### src/rtl/eth_sd_sector_writer_pkg.sv
// Shared constants and state encoding for the Ethernet-to-SD sector writer.
//   SECTOR_HW  : 16-bit words per 512-byte sector
//   SECTOR_W32 : 32-bit FIFO words per sector
//   wr_state_e : sector writer FSM states
package eth_sd_sector_writer_pkg;

    localparam int SECTOR_HW  = 256;
    localparam int SECTOR_W32 = 128;

    typedef enum logic [2:0] {
        ST_IDLE      = 3'd0,
        ST_WAIT_DATA = 3'd1,
        ST_PREFETCH  = 3'd2,
        ST_START     = 3'd3,
        ST_WAIT_BUSY = 3'd4,
        ST_XFER      = 3'd5,
        ST_WAIT_DONE = 3'd6
    } wr_state_e;

endpackage

### src/rtl/eth_sd_sector_writer_timeout.sv
// Loadable down-counter used to bound the wait for wr_busy to rise or fall.
// Ports:
//   clk_i     : clock
//   rst_ni    : synchronous active-low reset
//   start_i   : (re)load the counter and arm it
//   clear_i   : disarm the counter
//   expired_o : armed and TMO cycles have elapsed since start_i
module eth_sd_sector_writer_timeout #(
    parameter int          W   = 24,
    parameter logic [W-1:0] TMO = '1
) (
    input  logic clk_i,
    input  logic rst_ni,
    input  logic start_i,
    input  logic clear_i,
    output logic expired_o
);

    // Loading TMO-1 makes expired_o true in the TMO-th cycle after start_i,
    // so the caller reacts on exactly the TMO-th waiting cycle.
    localparam logic [W-1:0] LOAD = (TMO == '0) ? '0 : TMO - 1'b1;

    logic [W-1:0] cnt_q, cnt_d;
    logic         active_q, active_d;

    always_comb begin
        cnt_d    = cnt_q;
        active_d = active_q;
        if (start_i) begin
            cnt_d    = LOAD;
            active_d = 1'b1;
        end else if (clear_i) begin
            active_d = 1'b0;
        end else if (active_q && (cnt_q != '0)) begin
            cnt_d = cnt_q - 1'b1;
        end
    end

    always_ff @(posedge clk_i) begin
        if (!rst_ni) begin
            cnt_q    <= '0;
            active_q <= 1'b0;
        end else begin
            cnt_q    <= cnt_d;
            active_q <= active_d;
        end
    end

    assign expired_o = active_q && (cnt_q == '0);

endmodule

### src/rtl/eth_sd_sector_writer.sv
// Drains 32-bit words from the Ethernet FIFO read port and streams them to the
// SD controller write port one 512-byte sector at a time, at consecutive
// sector addresses. A flush pulse writes the remaining words and pads the tail.
// Ports:
//   clk_ref, rst_n   : clock, synchronous active-low reset
//   sd_init_done     : card ready; gates the start of new sectors
//   fifo_rd_level    : words available in the FIFO
//   fifo_rd_en       : FIFO read strobe (data valid one cycle later)
//   fifo_rd_data     : FIFO read data, upper half sent first
//   flush            : pulse, write remaining words and pad the sector
//   wr_busy, wr_req  : SD controller write status / per-halfword request
//   wr_start_en      : pulse starting a sector write
//   wr_sec_addr      : sector address for the current/next sector
//   wr_data          : halfword answering the previous wr_req
//   sector_cnt       : saturating count of completed sectors
//   sector_done      : pulse when a sector completes
//   error_flag       : sticky protocol/timeout error
module eth_sd_sector_writer
    import eth_sd_sector_writer_pkg::*;
#(
    parameter logic [31:0] START_SECTOR = 32'd2000,
    parameter int          LVL_W        = 8,
    parameter logic [15:0] PAD_DATA     = 16'h0000,
    parameter logic [23:0] BUSY_TMO     = 24'hFFFFFF
) (
    input  logic             clk_ref,
    input  logic             rst_n,
    input  logic             sd_init_done,
    input  logic [LVL_W-1:0] fifo_rd_level,
    output logic             fifo_rd_en,
    input  logic [31:0]      fifo_rd_data,
    input  logic             flush,
    input  logic             wr_busy,
    input  logic             wr_req,
    output logic             wr_start_en,
    output logic [31:0]      wr_sec_addr,
    output logic [15:0]      wr_data,
    output logic [31:0]      sector_cnt,
    output logic             sector_done,
    output logic             error_flag
);

    wr_state_e   state_q, state_d;
    logic        flush_pend_q, flush_pend_d;
    logic [7:0]  avail_q, avail_d;
    logic [7:0]  words_rd_q, words_rd_d;
    logic        half_q, half_d;
    logic        pad_q, pad_d;
    logic [8:0]  hw_cnt_q, hw_cnt_d;
    logic        reload_q, reload_d;
    logic [31:0] hold_q, hold_d;
    logic [15:0] wr_data_q, wr_data_d;
    logic [31:0] sec_addr_q, sec_addr_d;
    logic [31:0] sector_cnt_q, sector_cnt_d;
    logic        sector_done_q, sector_done_d;
    logic        error_q, error_d;
    logic        tmo_start, tmo_clear, tmo_expired;
    logic [31:0] cur_word;

    eth_sd_sector_writer_timeout #(
        .W   (24),
        .TMO (BUSY_TMO)
    ) u_tmo (
        .clk_i     (clk_ref),
        .rst_ni    (rst_n),
        .start_i   (tmo_start),
        .clear_i   (tmo_clear),
        .expired_o (tmo_expired)
    );

    // A word read on the previous wr_req lands on fifo_rd_data this cycle;
    // forward it so a back-to-back wr_req still sees the fresh word.
    assign cur_word = reload_q ? fifo_rd_data : hold_q;

    always_comb begin
        state_d       = state_q;
        flush_pend_d  = flush_pend_q;
        avail_d       = avail_q;
        words_rd_d    = words_rd_q;
        half_d        = half_q;
        pad_d         = pad_q;
        hw_cnt_d      = hw_cnt_q;
        reload_d      = 1'b0;
        hold_d        = reload_q ? fifo_rd_data : hold_q;
        wr_data_d     = wr_data_q;
        sec_addr_d    = sec_addr_q;
        sector_cnt_d  = sector_cnt_q;
        sector_done_d = 1'b0;
        error_d       = error_q;
        fifo_rd_en    = 1'b0;
        wr_start_en   = 1'b0;
        tmo_start     = 1'b0;
        tmo_clear     = 1'b0;

        // The controller only asks for data while a sector is streaming;
        // this also catches a 257th request, which arrives in WAIT_DONE.
        if (wr_req && (state_q != ST_XFER)) begin
            error_d = 1'b1;
        end

        case (state_q)
            ST_IDLE: begin
                if (sd_init_done) begin
                    state_d = ST_WAIT_DATA;
                end
            end

            ST_WAIT_DATA: begin
                if (sd_init_done && (fifo_rd_level >= LVL_W'(SECTOR_W32))) begin
                    avail_d = 8'(SECTOR_W32);
                    state_d = ST_PREFETCH;
                end else if (sd_init_done && flush_pend_q && (fifo_rd_level != '0)) begin
                    avail_d = 8'(fifo_rd_level);
                    state_d = ST_PREFETCH;
                end else if (flush_pend_q && (fifo_rd_level == '0)) begin
                    flush_pend_d = 1'b0;
                end
                words_rd_d = '0;
                half_d     = 1'b0;
                pad_d      = 1'b0;
                hw_cnt_d   = '0;
            end

            ST_PREFETCH: begin
                fifo_rd_en = 1'b1;
                reload_d   = 1'b1;
                words_rd_d = 8'd1;
                state_d    = ST_START;
            end

            ST_START: begin
                wr_start_en = 1'b1;
                tmo_start   = 1'b1;
                state_d     = ST_WAIT_BUSY;
            end

            ST_WAIT_BUSY: begin
                if (wr_busy) begin
                    tmo_clear = 1'b1;
                    state_d   = ST_XFER;
                end else if (tmo_expired) begin
                    tmo_clear = 1'b1;
                    error_d   = 1'b1;
                    state_d   = ST_WAIT_DATA;
                end
            end

            ST_XFER: begin
                if (wr_req) begin
                    hw_cnt_d = hw_cnt_q + 9'd1;
                    half_d   = ~half_q;
                    if (pad_q) begin
                        wr_data_d = PAD_DATA;
                    end else if (!half_q) begin
                        wr_data_d = cur_word[31:16];
                    end else begin
                        wr_data_d = cur_word[15:0];
                        // Fetch the next word only if one was counted as
                        // available, so the FIFO is never over-read.
                        if (words_rd_q < avail_q) begin
                            fifo_rd_en = 1'b1;
                            reload_d   = 1'b1;
                            words_rd_d = words_rd_q + 8'd1;
                        end else begin
                            pad_d = 1'b1;
                        end
                    end
                    if (hw_cnt_q == 9'(SECTOR_HW - 1)) begin
                        tmo_start = 1'b1;
                        state_d   = ST_WAIT_DONE;
                        // A short (padded) sector is what a flush produces.
                        if (avail_q != 8'(SECTOR_W32)) begin
                            flush_pend_d = 1'b0;
                        end
                    end
                end
            end

            ST_WAIT_DONE: begin
                if (!wr_busy) begin
                    tmo_clear     = 1'b1;
                    sector_done_d = 1'b1;
                    sec_addr_d    = sec_addr_q + 32'd1;
                    if (sector_cnt_q != 32'hFFFF_FFFF) begin
                        sector_cnt_d = sector_cnt_q + 32'd1;
                    end
                    state_d = ST_WAIT_DATA;
                end else if (tmo_expired) begin
                    tmo_clear = 1'b1;
                    error_d   = 1'b1;
                    state_d   = ST_WAIT_DATA;
                end
            end

            default: begin
                state_d = ST_IDLE;
            end
        endcase

        // A flush arriving in the same cycle as the clear belongs to later data.
        if (flush) begin
            flush_pend_d = 1'b1;
        end
    end

    always_ff @(posedge clk_ref) begin
        if (!rst_n) begin
            state_q       <= ST_IDLE;
            flush_pend_q  <= 1'b0;
            avail_q       <= '0;
            words_rd_q    <= '0;
            half_q        <= 1'b0;
            pad_q         <= 1'b0;
            hw_cnt_q      <= '0;
            reload_q      <= 1'b0;
            wr_data_q     <= '0;
            sec_addr_q    <= START_SECTOR;
            sector_cnt_q  <= '0;
            sector_done_q <= 1'b0;
            error_q       <= 1'b0;
        end else begin
            state_q       <= state_d;
            flush_pend_q  <= flush_pend_d;
            avail_q       <= avail_d;
            words_rd_q    <= words_rd_d;
            half_q        <= half_d;
            pad_q         <= pad_d;
            hw_cnt_q      <= hw_cnt_d;
            reload_q      <= reload_d;
            wr_data_q     <= wr_data_d;
            sec_addr_q    <= sec_addr_d;
            sector_cnt_q  <= sector_cnt_d;
            sector_done_q <= sector_done_d;
            error_q       <= error_d;
        end
    end

    // Holding register carries data only; its content is irrelevant until
    // the first prefetch after reset reloads it.
    always_ff @(posedge clk_ref) begin
        hold_q <= hold_d;
    end

    assign wr_sec_addr = sec_addr_q;
    assign wr_data     = wr_data_q;
    assign sector_cnt  = sector_cnt_q;
    assign sector_done = sector_done_q;
    assign error_flag  = error_q;

endmodule

### config.mk
export PLATFORM = sky130hd
export DESIGN_NAME = eth_sd_sector_writer
export DESIGN_NICKNAME = d
export VERILOG_FILES = /design/src/rtl/eth_sd_sector_writer_pkg.sv /design/src/rtl/eth_sd_sector_writer_timeout.sv /design/src/rtl/eth_sd_sector_writer.sv
export SDC_FILE = /design/constraint.sdc
export NUM_CORES = 1
export LEC_CHECK = 0
export ABC_AREA = 1
export CAP_MARGIN = 20
export CORE_AREA = 2 2 115 172
export CTS_CLUSTER_DIAMETER = 100
export DETAILED_ROUTE_END_ITERATION = 8
export DIE_AREA = 0 0 117 174
export MAX_ROUTING_LAYER = met4
export PLACE_DENSITY = 0.84
export SLEW_MARGIN = 20
export SYNTH_ARGS = -nofsm -noshare
export SYNTH_HDL_FRONTEND = slang
export SYNTH_SLANG_ARGS = --single-unit
### constraint.sdc
create_clock -name clk_ref -period 1.9 [get_ports clk_ref]
set_input_delay 0.57 -clock clk_ref [delete_from_list [all_inputs] [get_ports clk_ref]]
set_output_delay 0.57 -clock clk_ref [all_outputs]
set_load 0.1 [all_outputs]
Word-level counts from Yosys, hierarchy flattened:

Index checks and enable logic that the tools add are counted.
Widths: inputs -> output; s select.

* divide/modulo/power cells: 0
* bitwise operators: 4
* reduce and logical (&&, ||, !) cells: 30
* shift operators: 0
* eq/ne operators: 24
* $lt $le $gt $ge: 2
* multiply operators: 0
* multiplexer cells: 60
* add/subtract/negate cells: 5

Operators with widths (number)
* $mux 24: 3
* $add 32x1->32 const B: 2
* $mux 8: 6
* $mux 16: 2
* $mux 32: 1
* $ne 32x32->1 const B: 1
* $mux 1: 29
* $logic_not 24->1: 1
* $mux 3: 8
* $ne 3x3->1 const B: 8
* $pmux 8 s3: 1
* $reduce_bool 24->1: 1
* $sub 24x1->24 const B: 1
* $pmux 3 s7: 1
* $pmux 9 s2: 1
* $ne 2x2->1 const B: 7
* $pmux 1 s2: 7
* $reduce_and 2->1: 7
* $add 9x1->9 const B: 1
* $eq 3x3->1 const B: 3
* $eq 9x8->1 const B: 1
* $mux 9: 1
* $add 8x1->8 const B: 1
* $ge 8x8->1 const B: 1
* 16 further kinds: 30

* bits in read-only memories: 0
* register bits after elaboration: 171
* bits of input ports: 46
* latch bits: 0
* RAM bits: 0
* memories kept: 0

Depth between registers and ports, before layout:

Gate-level depths: netlist of run 1.

* depth after elaboration: 7
* depth in mapped cells: 14
* gate-level depth less buffers: 14

Modules after synthesis:

A second synthesis of run 1 with hierarchy kept.

* cells, all modules: 1369
* area, all modules: 9182.6 sq um

By module, submodules not included
* eth_sd_sector_writer: instances 1, area each 7518.5 sq um, cells an instance 1091, seq. area each 2922.8 sq um
* eth_sd_sector_writer_timeout: instances 1, area each 1664.1 sq um, cells an instance 278, seq. area each 500.5 sq um

Worst setup path before layout of run 1:

No wires, ideal clock.

* path kind: register to register
* start: register state_q[1]
* end: register u_tmo.cnt_q[11]
* period minus slack after synthesis: 3.521 ns
* cell stages (with the launch flop): 9
* library setup time: 0.143 ns
* path buffers: 1
* setup slack: -1.621 ns
* arrival: 3.378 ns
* required time: 1.757 ns
* cells stage by stage: dfxtp_1 > inv_1 > nor3_1 > a21oi_4 > nand2_2 > nand3_4 > buf_8 > nand2_2 > a21oi_2

* longest elaborated chain between the ends: 4
* elaborated cells between the ends (all ways): 10

RTL lines
* start: declaration: line eth_sd_sector_writer.sv:43 `wr_state_e state_q, state_d;`
* start signal: assignment: line eth_sd_sector_writer.sv:222 `state_q <= state_d;`
* $eq 3x3->1 / $eq 3x2->1 (equally long branches): line eth_sd_sector_writer.sv:101 `case (state_q)`
* $pmux 1 s2: line eth_sd_sector_writer.sv:101
* $ne 2x2->1 (no source line) / $reduce_bool 2->1 (equally long branches)
* $reduce_and 2->1 (no source line)
* end signal: assignment: line eth_sd_sector_writer_timeout.sv:44 `cnt_q <= cnt_d;`
* end: declaration: line eth_sd_sector_writer_timeout.sv:23 `logic [W-1:0] cnt_q, cnt_d;`

Several ways; a longest one is shown, not always the timed one.
A chain may end at the register's enable or synchronous reset.

Final worst setup path of run 1:

* start: register avail_q[5]
* end: output port fifo_rd_en

* longest elaborated chain between the ends: 6

RTL lines
* start: declaration: line eth_sd_sector_writer.sv:45 `logic [7:0] avail_q, avail_d;`
* start signal: assignment: line eth_sd_sector_writer.sv:224 `avail_q <= avail_d;`
* $lt 8x8->1: line eth_sd_sector_writer.sv:160 `if (words_rd_q < avail_q) begin`
* $mux 1: line eth_sd_sector_writer.sv:160
* $mux 1: line eth_sd_sector_writer.sv:154 `end else if (!half_q) begin`
* $mux 1: line eth_sd_sector_writer.sv:152 `if (pad_q) begin`
* $mux 1: line eth_sd_sector_writer.sv:149 `if (wr_req) begin`
* $pmux 1 s2: line eth_sd_sector_writer.sv:101
* end: declaration: line eth_sd_sector_writer.sv:30 `output logic fifo_rd_en,`

Every way passes these cells.

==> impl_metrics.json, run 1 <==
{
  "via_count": 10425,
  "synth_top_area_share_pct": 36.9,
  "internal-power_mw": 7.75,
  "worst_pin_slew_ns": 0.623,
  "cts_htree_levels": 4,
  "cts.path.max_buffers": 2,
  "place_ws_ns": -0.464,
  "worst_slack_ns": -0.747,
  "report.final.hold_viol_count": 0,
  "critical_path_class": "reg2out",
  "skew_ns": 0.0124,
  "cp_data_required_time_ns": 1.33,
  "ant_nets": 0,
  "cts.sink_count": 171,
  "switching_share_pct": 36.8,
  "portBuffers": 129,
  "die_h_um": 174,
  "run_status": "complete, but fails checks",
  "fin_setup_tns_ns": -1.32,
  "fp.dieW_um": 117,
  "cap_viol_max_count": 0,
  "clock.fmax_ghz": 0.378,
  "first_pass_iters": 5,
  "power_frac_seq_pct": 34.8,
  "synth_edf_count": 0,
  "synthTopCellsByArea": "dfxtp_1, nand2_1, nor2_1, a21oi_1, inv_1",
  "cp_top_family": "simple AND/OR/NAND/NOR gates",
  "final_util_pct": 74.5,
  "setup_viol": 22,
  "num_antenna_cells": 0,
  "die_area_um2": 20400,
  "yosysTopAreaCell": "dfxtp_1",
  "rsz0062_at_grt": "yes",
  "max_stage_delay_ns": 0.35,
  "antenna_found_initial": 0,
  "tritoncts": "yes",
  "critPathBufInv": 2,
  "grt_pass1_wl_um": 47500,
  "pwr-share-clk_pct": 28.7,
  "clk_root_buffer_cell": "clkbuf_16",
  "cp-start-kind": "flop",
  "drive_gt1_share_pct": 33.1,
  "grt_start_max_net_pins": 35,
  "n_fill_cell": 1295,
  "worstPathArrival_ns": 2.08,
  "wire_per_inst_um": 16.5,
  "syn_nets": 1405,
  "grt_use_total_pct": 30.0,
  "min_period_ns": 2.65,
  "layout-area-overhead-vs-synth_pct": 52.4,
  "synth_ff_type": "dfxtp_1",
  "rows": 62,
  "slew_viol_final": 0,
  "wirelength_um": 31000,
  "grt-ovfl-total": 0,
  "gp_congestion": 0.977,
  "initial_core_util_pct": 48.9,
  "switchingPower_mw": 4.52,
  "peakVddDrop_mv": 0.769,
  "async_reset_ff_share_pct": 0,
  "synth-seq-cells": 171,
  "ctsHoldBuffers": 0,
  "io_pins": 130,
  "path_max_fanout": 2,
  "worst_hold_slack_ns": 0.476,
  "multi_input_area_um2": 5550,
  "seq_area_frac_synth_pct": 36.9,
  "synth_cell_types": 46,
  "synth_area_per_cell_um2": 6.90,
  "core-area_um2": 19000,
  "grt_pass1_vias": 10291,
  "finalPower_mw": 12.3,
  "first_iter_violations": 939,
  "dp_hpwl_um": 20700,
  "regArea_um2": 3550,
  "syn_area_um2": 9290,
  "final_nets": 1676,
  "slowest_stage": "dfxtp_2",
  "cts_made_buffers": 17,
  "leakagePower_nw": 5.99,
  "p_per_area_nw_per_um2": 867,
  "period_share_pct": 139,
  "path_clk_slew_ns": 0.07,
  "endpoint_kind": "output port",
  "synth_warnings": 0,
  "drt-vias-per-instance": 5.53,
  "p_comb_share_pct": 36.5,
  "syn_inst": 1346,
  "hp-class": "reg2reg",
  "max_slew_margin_pct": 58.1,
  "violations": "setup timing",
  "clk_latency_ns": 0.44,
  "path_cells": "inv_2, ha_4, a21oi_2, nor2_1, a211oi_2, nand4_1, nand2_4, buf_12",
  "drc": 0
}
-- final timing paths --
check	startpoint	end	slack, ns	cells past startpoint
hold / removal	hold_q[1]	hold_q[1]	0.48	1
setup / recovery	avail_q[5]	fifo_rd_en	-0.75	8
hold reg to reg	hold_q[1]	hold_q[1]	0.48	1
setup reg to reg	state_q[0]	wr_sec_addr[24]	-0.05	14
-- cell families after synthesis --
group           after synthesis  synth area share [%]
compound gates              166                  10.3
xor+xnor                     44                  4.15
fa+ha+maj                    13                  1.75
buf+inv                     173                  7.79
flops                       171                  36.9
mux                          32                  3.88
simple gates                747                  35.3
-- worst register-to-register path, cell delays in order (launching register included) --
cell     delay (ns)
dfxtp_2        0.33
inv_2          0.08
buf_6          0.12
buf_6          0.10
nand3_4        0.09
nor2_8         0.14
nand3_4        0.09
nor2_4         0.14
nand2_4        0.07
nor2_4         0.19
nand3_4        0.16
nor2_4         0.14
nand2_2        0.07
nand2_2        0.06
nor2_1         0.04
-- registers in the layout, summed over array words and instances (netlist names) --
name,flops
u_tmo.active_q,1
state_q,3
sector_done,1
half_q,1
avail_q,8
wr_data,16
hold_q,32
hw_cnt_q,9
pad_q,1
wr_sec_addr,32
flush_pend_q,1
error_flag,1
sector_cnt,32
reload_q,1
u_tmo.cnt_q,24
words_rd_q,8
-- cell type report --
class | instances | share of cell area, %
Clock inverter | 15 | 1.24
Timing Repair Buffer | 298 | 25.7
Clock buffer | 17 | 3.01
Tap cell | 256 | 2.26
Sequential cell | 171 | 25.1
Inverter | 127 | 3.47
Multi-Input combinational cell | 1002 | 39.2
-- synth_stat cells (6+ instances only) --
library cell	number
dfxtp_1	171
inv_1	120
ha_1	13
buf_2	17
nor2_1	159
nor3_1	33
nand4_1	24
xnor2_1	16
nor2_2	7
a21oi_2	21
mux2_2	32
a21oi_1	98
nor2_4	6
a211oi_1	9
xor2_1	28
clkbuf_1	17
nand3_1	83
nand2_2	26
nand2_1	384
o21ai_0	31
-- metal layers --
metal / part of all wire [%] / track usage [%]
met1: 35 / 29.9
met2: 54 / 53.8
met3: 4.7 / 4.46
met4: 6.7 / 17.6
met5: 0 / -
-- stage by stage --
stage,instances,instance area [µm²]
2_1_floorplan,1346,9480
3_3_place_gp,1820,12800
3_5_place_dp,1820,12800
6_report,1886,14200
5_1_grt,1886,14200
4_1_cts,1869,13700
-- timing repair --
action,in CTS,in global routing
hold endpoints to repair,0,0
endpoints found under the setup margin,13,89
gates resized for setup,36,86
gates cloned,0,2
buffers inserted,17,17
pin swaps,18,29
-- power groups by stage --
stage | Clock [mW] | Sequential, mW | Combinational (mW)
floorplan | 0 | 4.31 | 2.84
global placement | 0 | 4.29 | 3.83
detailed placement | 0 | 4.33 | 3.97
CTS | 3.55 | 4.26 | 4.09
global route | 3.71 | 4.31 | 4.94
finish | 3.52 | 4.27 | 4.48
-- placed cells by master, fill, tap and decap left out, types with 4 or more instances in the layout --
cell type,count
a211oi_1,8
a21oi_1,90
a21oi_2,28
buf_12,97
buf_4,145
buf_6,9
clkbuf_16,19
clkdlybuf4s50_1,43
clkinv_8,4
dfxtp_1,99
dfxtp_2,56
dfxtp_4,16
ha_1,5
ha_4,6
inv_1,113
inv_2,8
inv_4,5
inv_8,4
mux2_2,32
nand2_1,367
nand2_2,36
nand2_4,8
nand3_1,77
nand3_2,6
nand3_4,4
nand4_1,24
nor2_1,146
nor2_2,12
nor2_4,14
nor3_1,26
nor3_4,5
o21ai_0,18
o21ai_1,12
xnor2_1,16
xor2_1,28
Power figures use the tool's default switching activity.
==> run 2, diff against run 1 <==
- CORE_AREA: 2 2 115 172 -> 2 2 107 160
- DIE_AREA: 0 0 117 174 -> 0 0 109 162
- DONT_BUFFER_PORTS: not set -> 1
- GPL_TIMING_DRIVEN: not set -> 1
- PLACE_DENSITY: 0.84 -> 0.83
==> run 2 against run 1 <==
The flow still finishes with violations (setup timing); maximum frequency grew 7.7%; via count shrank 7.2%; final cell count shrank 8.5%; worst hold slack lost 0.25 ns; clock power grew 1%; critical path type unchanged; critical endpoint unchanged.
==> impl_metrics.json, run 2 (same netlist as run 1, synthesis figures left out) <==
{
  "cp-start-kind": "flop",
  "wire_per_inst_um": 15.3,
  "worstReg2RegStart": "state_q[0]",
  "grt_use_total_pct": 29.5,
  "first_pass_iters": 7,
  "fp.dieW_um": 109,
  "cts.path.max_buffers": 2,
  "worst_slack_ns": -0.559,
  "grt-ovfl-total": 0,
  "grt_pass1_wl_um": 40400,
  "die_h_um": 162,
  "cts.sink_count": 171,
  "worst-path-stages": 9,
  "p_comb_share_pct": 34.8,
  "regToRegSetupSlack_ns": -0.12,
  "core-area_um2": 16200,
  "critPathBufInv": 1,
  "mostFrequentLayoutCells": "nand2_1, buf_4, nor2_1",
  "clock.fmax_ghz": 0.407,
  "max_stage_delay_ns": 0.34,
  "hp-class": "in2reg",
  "switching_share_pct": 36.2,
  "die_area_um2": 17700,
  "pwr-share-clk_pct": 29.7,
  "io_pins": 130,
  "rr_worst_depth": 11,
  "cts_htree_levels": 4,
  "violations": "setup timing",
  "ctsHoldBuffers": 0,
  "critical_path_class": "reg2out",
  "dp_hpwl_um": 18300,
  "initial_core_util_pct": 57.4,
  "holdPathEnd": "wr_sec_addr[8]",
  "antenna_found_initial": 1,
  "grt_start_max_net_pins": 47,
  "leakagePower_nw": 5.12,
  "drt-vias-per-instance": 5.60,
  "power_frac_seq_pct": 35.5,
  "path_cells": "inv_2, ha_1, o21ai_1, nand2_1, nand3_1, nand2_1, nand2_1, nand4_1, nand2_4",
  "first_iter_violations": 809,
  "gp_congestion": 1.04,
  "worst_hold_slack_ns": 0.228,
  "cp_data_required_time_ns": 1.33,
  "skew_ns": 0.0111,
  "drc": 0,
  "portBuffers": 0,
  "max_slew_margin_pct": 67.3,
  "critical_path.most_common_cell": "nand2_1",
  "path_max_fanout": 2,
  "via_count": 9674,
  "setup_viol": 8,
  "endpoint_kind": "output port",
  "worst_pin_slew_ns": 0.487,
  "run_status": "complete, but fails checks",
  "rsz0062_at_grt": "yes",
  "slew_viol_final": 0,
  "peakVddDrop_mv": 1.16,
  "wirelength_um": 26400,
  "tritoncts": "yes",
  "r2r_end": "wr_sec_addr[17]",
  "report.final.hold_viol_count": 0,
  "p_per_area_nw_per_um2": 998,
  "cts_made_buffers": 17,
  "grt_pass1_vias": 9109,
  "final_common_cell": "nand2_1",
  "internal-power_mw": 7.67,
  "worstPathArrival_ns": 1.89,
  "period_share_pct": 129,
  "layout-area-overhead-vs-synth_pct": 29.6,
  "rows": 57,
  "min_period_ns": 2.46,
  "hold_start": "rst_n",
  "slowest_stage": "dfxtp_2",
  "clk_root_buffer_cell": "clkbuf_16",
  "final_util_pct": 74.3,
  "switchingPower_mw": 4.34,
  "cp_top_family": "simple AND/OR/NAND/NOR gates",
  "clk_latency_ns": 0.44,
  "path_clk_slew_ns": 0.07,
  "hold_depth": 1,
  "drive_gt1_share_pct": 30.2,
  "cap_viol_max_count": 0,
  "ant_nets": 0,
  "final_nets": 1565
}
-- run 2: cell count changes in the layout (fill, tap and decap cells not counted), moves of 3 or more --
cell             before  now
nor2_4               14   11
a21oi_1              90   95
buf_6                 9   14
clkinv_8              4    1
buf_4               145  162
nand2_1             367  373
buf_12               97    9
nand2_4               8   19
nand2_2              36   19
a21oi_2              28   23
o21ai_1              12    9
clkdlybuf4s50_1      43    0
nor2_2               12   15
-- run 2: how the worst max path moves through the flow --
| stage | from | slack [ns] | endpoint |
|---|---|---|---|
| floorplan | state_q[1] | -0.10 | u_tmo.cnt_q[11] |
| global placement | avail_q[6] | -0.15 | fifo_rd_en |
| detailed placement | avail_q[6] | -0.23 | fifo_rd_en |
| CTS | avail_q[5] | -0.55 | fifo_rd_en |
| global route | avail_q[1] | -0.69 | fifo_rd_en |
| finish | avail_q[1] | -0.56 | fifo_rd_en |
-- run 2: metrics by stage --
| step | worst slack (ns) | TNS [ns] | instances | instance area [µm²] | total power [mW] |
|---|---|---|---|---|---|
| global route | -0.687 | -3.77 | 1726 | 12000 | 12.7 |
| floorplan | -0.102 | -2.11 | 1346 | 9480 | 7.15 |
| global placement | -0.150 | -0.151 | 1669 | 10800 | 7.93 |
| detailed placement | -0.228 | -0.454 | 1669 | 10800 | 8.07 |
| CTS | -0.546 | -0.632 | 1703 | 11500 | 11.6 |
| finish | -0.559 | -1.14 | 1726 | 12000 | 12.0 |
-- run 2: per-layer routing --
layer	share of wire (%)	track usage [%]	vias up
met3	6.5	6.42	129
li1	-	-	4673
met5	0	-	-
met2	53	52.5	395
met1	34	28.1	4477
met4	5.8	18.8	0
-- run 2: timing repair --
| action | CTS | global route |
|---|---|---|
| pin swaps | 12 | 30 |
| resized for setup | 13 | 104 |
| cloned | 0 | 2 |
| setup endpoints to repair | 14 | 72 |
| buffers inserted | 2 | 21 |
-- run 2: worst reg2reg max path: stages, from the launching register on --
cell and delay [ns]:
dfxtp_2 0.33, inv_2 0.07, buf_6 0.09, buf_6 0.10, nand3_4 0.09, nor2_8 0.18
buf_6 0.12, nand4_1 0.19, nor3_4 0.35, nand3_2 0.15, xor2_2 0.16, nor2_1 0.12
-- run 2: layout make-up --
cell class | instances | area, µm²
diodes | 1 | 2.50
clock buffers | 17 | 425
clock inverters | 15 | 169
fillers | 1141 | 4160
inverters | 127 | 493
multi-input cells | 1002 | 5540
flip-flops and latches | 171 | 3550
well taps | 206 | 258
repair buffers | 187 | 1590
-- run 2: power by group through the flow --
| stage | sequential (mW) | clock, mW | combinational [mW] |
|---|---|---|---|
| 3_3_place_gp | 4.29 | 0 | 3.64 |
| 3_5_place_dp | 4.32 | 0 | 3.75 |
| 6_report | 4.27 | 3.56 | 4.18 |
| 4_1_cts | 4.24 | 3.59 | 3.81 |
| 5_1_grt | 4.32 | 3.74 | 4.65 |
| 2_1_floorplan | 4.31 | 0 | 2.84 |
